==> config.mk <==
export PLATFORM = sky130hd
export DESIGN_NAME = serial_add_ctrl
export DESIGN_NICKNAME = d
export VERILOG_FILES = /design/src/rtl/serial_add_ctrl.sv
export SDC_FILE = /design/constraint.sdc
export NUM_CORES = 1
export LEC_CHECK = 0
export CAP_MARGIN = 20
export CORE_MARGIN = 4
export CORE_UTILIZATION = 45
export CTS_CLUSTER_SIZE = 40
export DETAILED_ROUTE_END_ITERATION = 10
export GPL_TIMING_DRIVEN = 0
export HOLD_SLACK_MARGIN = 0.06
export PLACE_DENSITY_LB_ADDON = 0.2
export SLEW_MARGIN = 20
export SYNTH_ARGS = -nofsm -noshare
export SYNTH_HDL_FRONTEND = slang
export SYNTH_SLANG_ARGS = --single-unit
==> constraint.sdc <==
create_clock -name clk -period 1.5 [get_ports clk]
set_input_delay 0.3 -clock clk [delete_from_list [all_inputs] [get_ports clk]]
set_output_delay 0.3 -clock clk [all_outputs]
set_load 0.01 [all_outputs]
==> src/rtl/serial_add_ctrl.sv <==
// serial_add_ctrl: bit-serial adder controller.
// One full-adder cell (two half adders plus an OR) is reused for WIDTH
// cycles, LSB first, with a carry flip-flop between bits. Operands are
// accepted on an in_valid/in_ready handshake. The result is offered on an
// out_valid/out_ready handshake.
// Optional build macro: SERIAL_ADD_SUB_EN adds a `sub` input that selects
// two's-complement subtraction (a - b) for the job being accepted.
module serial_add_ctrl #(
  parameter int WIDTH = 8
) (
  input  logic             clk,
  input  logic             rst,
  input  logic             in_valid,
  output logic             in_ready,
  input  logic [WIDTH-1:0] a,
  input  logic [WIDTH-1:0] b,
`ifdef SERIAL_ADD_SUB_EN
  input  logic             sub,
`endif
  output logic             out_valid,
  input  logic             out_ready,
  output logic [WIDTH-1:0] sum,
  output logic             cout,
  output logic             busy
);

  localparam int CW = $clog2(WIDTH);
  localparam logic [CW-1:0] LAST = CW'(WIDTH - 1);

  localparam logic [1:0] IDLE = 2'd0;
  localparam logic [1:0] RUN  = 2'd1;
  localparam logic [1:0] DONE = 2'd2;

  logic [1:0]       state_reg;
  logic [WIDTH-1:0] a_sr_reg;
  logic [WIDTH-1:0] b_sr_reg;
  logic [WIDTH-1:0] sum_sr_reg;
  logic             carry_reg;
  logic             cout_reg;
  logic [CW-1:0]    cnt_reg;

  logic [WIDTH-1:0] b_load;
  logic             cin_load;
  logic [1:0]       ha0;
  logic [1:0]       ha1;
  logic             bit_s;
  logic             bit_c;

  // Half-adder cell: returns {carry, sum}.
  function automatic logic [1:0] halfadder(input logic x, input logic y);
    return {x & y, x ^ y};
  endfunction

  // Operand B as loaded into the shift register, and the carry-in for the job.
  always_comb begin
`ifdef SERIAL_ADD_SUB_EN
    b_load   = sub ? ~b : b;
    cin_load = sub;
`else
    b_load   = b;
    cin_load = 1'b0;
`endif
  end

  // Full adder assembled from two half adders and an OR, fed by the LSBs.
  always_comb begin
    ha0   = halfadder(a_sr_reg[0], b_sr_reg[0]);
    ha1   = halfadder(ha0[0], carry_reg);
    bit_s = ha1[0];
    bit_c = ha0[1] | ha1[1];
  end

  // Controller FSM and the serial datapath registers.
  always_ff @(posedge clk or posedge rst) begin
    if (rst) begin
      state_reg  <= IDLE;
      a_sr_reg   <= '0;
      b_sr_reg   <= '0;
      sum_sr_reg <= '0;
      carry_reg  <= 1'b0;
      cout_reg   <= 1'b0;
      cnt_reg    <= '0;
    end else begin
      case (state_reg)
        IDLE: begin
          if (in_valid) begin
            a_sr_reg  <= a;
            b_sr_reg  <= b_load;
            carry_reg <= cin_load;
            cnt_reg   <= '0;
            state_reg <= RUN;
          end
        end
        RUN: begin
          // New bits enter at the MSB so after WIDTH shifts bit 0 sits at the LSB.
          sum_sr_reg <= {bit_s, sum_sr_reg[WIDTH-1:1]};
          a_sr_reg   <= {1'b0, a_sr_reg[WIDTH-1:1]};
          b_sr_reg   <= {1'b0, b_sr_reg[WIDTH-1:1]};
          carry_reg  <= bit_c;
          cnt_reg    <= cnt_reg + 1'b1;
          if (cnt_reg == LAST) begin
            cout_reg  <= bit_c;
            state_reg <= DONE;
          end
        end
        DONE: begin
          // Result is held until the consumer takes it; the handoff edge
          // never accepts a new job, which forces one idle cycle between jobs.
          if (out_ready) begin
            state_reg <= IDLE;
          end
        end
        default: state_reg <= IDLE;
      endcase
    end
  end

  // Handshake and status outputs decode directly from the state.
  always_comb begin
    in_ready  = (state_reg == IDLE);
    out_valid = (state_reg == DONE);
    busy      = (state_reg != IDLE);
    sum       = sum_sr_reg;
    cout      = cout_reg;
  end

endmodule

======== Word level (Yosys, flattened, before mapping) ========
Cells that the tools add are included.
word-level totals
  bits in registers ....................... 31
  latch bits .............................. 0
  RAM bits ................................ 0
  bits in read-only memories .............. 0
  bits of input ports ..................... 20
  output and inout bits ................... 12
  logic and storage cells ................. 37
  memories kept ........................... 0
cells by class
  add/sub/neg operators ................... 1
  $mul .................................... 0
  div/mod/pow operators ................... 0
  order comparisons ....................... 0
  equal/unequal tests ..................... 6
  shifts and indexed selects .............. 0
  muxes and demuxes ....................... 12
  bitwise logic cells ..................... 5
  reductions and logical operators ........ 6
operators with widths
  kind                                                                      number
  8-bit case mux with 2 select lines                                        2
  8-bit 2-to-1 mux                                                          2
  2-bit 2-to-1 mux                                                          3
  2-bit case mux with 3 select lines                                        1
  3-bit case mux with 2 select lines                                        1
  2-bit inequality test (second input constant)                             2
  2-bit AND reduction                                                       2
  2-bit nonzero test                                                        2
  3-bit by 1-bit adder with 3-bit output (second input constant)            1
  3-bit == test (second input constant)                                     1
  3-bit 2-to-1 mux                                                          1
  3-bit AND reduction                                                       1
  1-bit bitwise AND                                                         2
  2-bit by 1-bit == test with 1-bit output (second input constant)          1
  2-bit == test (second input constant)                                     1
  2-bit logical NOT                                                         1
  2-bit by 1-bit inequality test with 1-bit output (second input constant)  1
  1-bit case mux with 2 select lines                                        1
  1-bit XOR                                                                 2
  1-bit 2-to-1 mux                                                          1
  1-bit bitwise OR                                                          1

======== Longest topological paths before layout ========
  word-level depth ........................ 4
  gate-level depth with buffers ........... 4
  depth with buffers taken out ............ 4

======== Least setup slack after synthesis ========
Ideal clock, no wire load.
  kind .................................... register to output
  start ................................... reg state_reg[1]
  end ..................................... out busy
  data arrival time ....................... 979 ps
  data required time ...................... 1,200 ps
  slack ................................... 221 ps
  stages on the path, launching flop included .. 4
  path buffers ............................ 1
  cell sequence ........................... dfrtp_1 -> buf_2 -> nor2_2 -> inv_1
between the ends
  word-level cells in the longest chain between the ends .. 1
ends and longest elaborated chain
  what                      RTL line  source
  start: declaration        34        logic [1:0] state_reg;
  start signal: assignment  76        state_reg <= IDLE;
  start signal: assignment  91        state_reg <= RUN;
  start signal: assignment  103       state_reg <= DONE;
  2-bit nonzero test        122       busy = (state_reg != IDLE);
  end: declaration          24        output logic busy
No other way between the ends.

======== Final worst setup path ========
  start ................................... reg state_reg[1]
  end ..................................... out in_ready
between the ends
  word-level cells in the longest chain between the ends .. 1
ends and longest elaborated chain
  what               RTL line  source
  2-bit logical NOT  120       in_ready = (state_reg == IDLE);
  end: declaration   14        output logic in_ready,
No other way between the ends.

==> impl_metrics.json <==
{
  "synthesis.instances": 119,
  "numPortBuffers": 31,
  "dieHeight_um": 64.1,
  "finalSetupTns_ps": -5.76,
  "cts_tree": "yes",
  "initial_core_util": 0.468,
  "yosysWarnings": 0,
  "worstPathArrival_ps": 1210,
  "synthFlopType": "dfrtp_1",
  "worstHoldPathType": "in -> async",
  "max_stage_delay_ps": 400,
  "cts.sinks": 31,
  "relSlewSlack": 0.589,
  "finalHoldViolCount": 0,
  "avgSynthCellArea_um2": 11.9,
  "power_frac_seq": 0.394,
  "swShare": 0.345,
  "p_leak_nw": 0.874,
  "clk_pin_slew_ps": 90,
  "drtAntennaViolNets": 0,
  "final.setup.worst_slack_ps": -5.76,
  "top_usage_layer": "met2",
  "core.rowCount": 20,
  "critPathBufInv": 3,
  "hpwl_um": 2020,
  "dp_cells": 194,
  "n_antenna_cell": 0,
  "clockRootBuffer": "clkbuf_4",
  "worstMarginPinSlew_ps": 615,
  "endpoint_kind": "output port",
  "drc": 0,
  "firstDrtPassIters": 5,
  "synth_area_um2": 1420,
  "pwr-share-comb": 0.484,
  "setup_viol": 1,
  "cts_max_path_buffers": 2,
  "worst_setup_path_start_kind": "flip-flop",
  "grt_max_degree": 32,
  "pin_count": 32,
  "core_area_um2": 3030,
  "power_density_nw_per_um2": 1910,
  "cts_inserted_buffers": 5,
  "reg2reg_depth": 5,
  "yosysMostFrequentCell": "dfrtp_1",
  "grt_use_met1": 0.200,
  "grt_pass1_vias": 1122,
  "r2r_end": "a_sr_reg[5]$_DFFE_PP0P_",
  "drv_cap": 0,
  "rsz0062_at_grt": "yes",
  "antenna_found_initial": 0,
  "track_usage": 0.161,
  "synth_sequential_area_ratio": 0.547,
  "crit_top_cell": "buf_6",
  "overflow": 0,
  "fmax_ghz": 0.664,
  "stdcell_count": 211,
  "area_delta_synth_final_pct": 35.7,
  "drt-initial-drc-count": 73,
  "clock_skew_ps": 9.83,
  "switchingPower_mw": 1.26,
  "synth_cell_types": 22,
  "grt_pass1_wl_um": 5040,
  "wl_um": 2980,
  "htreeDepth": 2,
  "die-area_um2": 4110,
  "nNetsFinal": 189,
  "die_w_um": 64.1,
  "cp.required_ps": 1200,
  "vias": 1104,
  "max-vdd-ir-drop_v": 0.000787,
  "status": "finished with violations",
  "async_reset_ff_frac": 1.00,
  "clock_latency_ps": 330,
  "grtUsageMet2": 0.258,
  "reg2reg_slack_ps": 70,
  "cp_max_fo": 6,
  "synthTopCellsByArea": "dfrtp_1, mux2_2, a221oi_1, nor4b_1, inv_1",
  "p_int_mw": 2.40,
  "place_ws_ps": -369,
  "fin_crit_sh": 1.00,
  "synth_edf_count": 0,
  "cpMaxStageDelayCell": "dfrtp_1",
  "yosysTopAreaCell": "dfrtp_1",
  "crit_chain": "buf_6 > nor2_4 > buf_6 > buf_6",
  "clockPowerShare": 0.122,
  "ys_seq_elements": 31,
  "synth_top_cells_by_count": "dfrtp_1, inv_1, mux2_2",
  "cp_top_family": "flip-flops",
  "drive_above_1_share": 0.240,
  "netlist.area_leader.share": 0.547,
  "critPathKind": "reg -> out",
  "postCtsHoldBufs": 0,
  "vias_per_cell": 5.23,
  "gr-usage-met3": 0.0404,
  "layout_min_cycle_time_ps": 1510,
  "violations": "setup timing",
  "slew_viol_final": 0,
  "wl_per_cell_um": 14.1,
  "place_congestion": 0.712,
  "timing.rr.start": "state_reg[0]$_DFFE_PP0P_",
  "syn-num-nets": 142
}
[power groups by stage]
| stage | clock network (mW) | registers [mW] | logic, mW |
|---|---|---|---|
| floorplan | 0 | 1.49 | 1.06 |
| global placement | 0 | 1.45 | 1.62 |
| detailed placement | 0 | 1.48 | 1.67 |
| CTS | 0.462 | 1.45 | 1.75 |
| global route | 0.501 | 1.49 | 1.96 |
| finish | 0.448 | 1.44 | 1.78 |
[layout by cell type, fill, tap and decap left out, types with 6 or more instances in the layout]
master            n
mux2_2           10
nor2_1            8
nor2b_1           7
dlygate4sd2_1     9
dfrtp_1          31
buf_6             8
a221oi_1          8
a222oi_1          6
buf_4             9
clkdlybuf4s50_1  19
inv_1            15
nor4b_1           8
[timing repair]
action | CTS | global route
buffers inserted | 8 | 1
setup endpoints to repair | 12 | 20
pin swaps | 1 | 2
resized for setup | 29 | 7
[area by class of cell]
type	count	area [µm²]
buffer	9	71.3
clock buffer	7	45.0
clock inverter	1	5.00
fill	253	1100
inverter	17	63.8
multi-input combinational	62	534
sequential	31	776
tap	44	55.1
timing repair buffer	40	374
[worst max-delay path by stage]
stage / from / endpoint / cells after the start
2_1_floorplan: state_reg[1]$_DFFE_PP0P_ / busy / 3
3_3_place_gp: state_reg[0]$_DFFE_PP0P_ / in_ready / 3
3_5_place_dp: state_reg[0]$_DFFE_PP0P_ / in_ready / 3
4_1_cts: state_reg[0]$_DFFE_PP0P_ / in_ready / 4
5_1_grt: state_reg[1]$_DFFE_PP0P_ / in_ready / 4
6_report: state_reg[1]$_DFFE_PP0P_ / in_ready / 4
[kinds of logic after synthesis]
kind of cell	after synthesis	synth area share
adder cells (fa/ha/maj)	3	0.0318
flip-flops	31	0.547
buffers and inverters	26	0.0847
AO/OA/AOI/OAI	22	0.137
AND/OR/NAND/NOR	27	0.120
multiplexers	10	0.0794
[worst reg2reg max path, cell delays in order (launching register included)]
cell,delay [ps]
dfrtp_1,400
buf_4,150
nor2b_1,130
buf_6,140
buf_6,140
a222oi_1,350
[routing by layer]
metal / part of all wire / routed length (µm)
met1: 0.41 / 1220
met2: 0.51 / 1520
met3: 0.066 / 197
met4: 0.017 / 50
met5: 0 / 0
[stage by stage]
step	power (mW)	instance area [µm²]	hold slack (ps)	util
after detailed placement	3.16	1780	486	0.589
final	3.67	1920	358	0.636
after CTS	3.67	1900	377	0.628
after floorplan	2.55	1420	404	-
after global placement	3.08	1780	479	0.589
after global routing	3.95	1920	422	0.636
(Power assumes the default switching activity.)
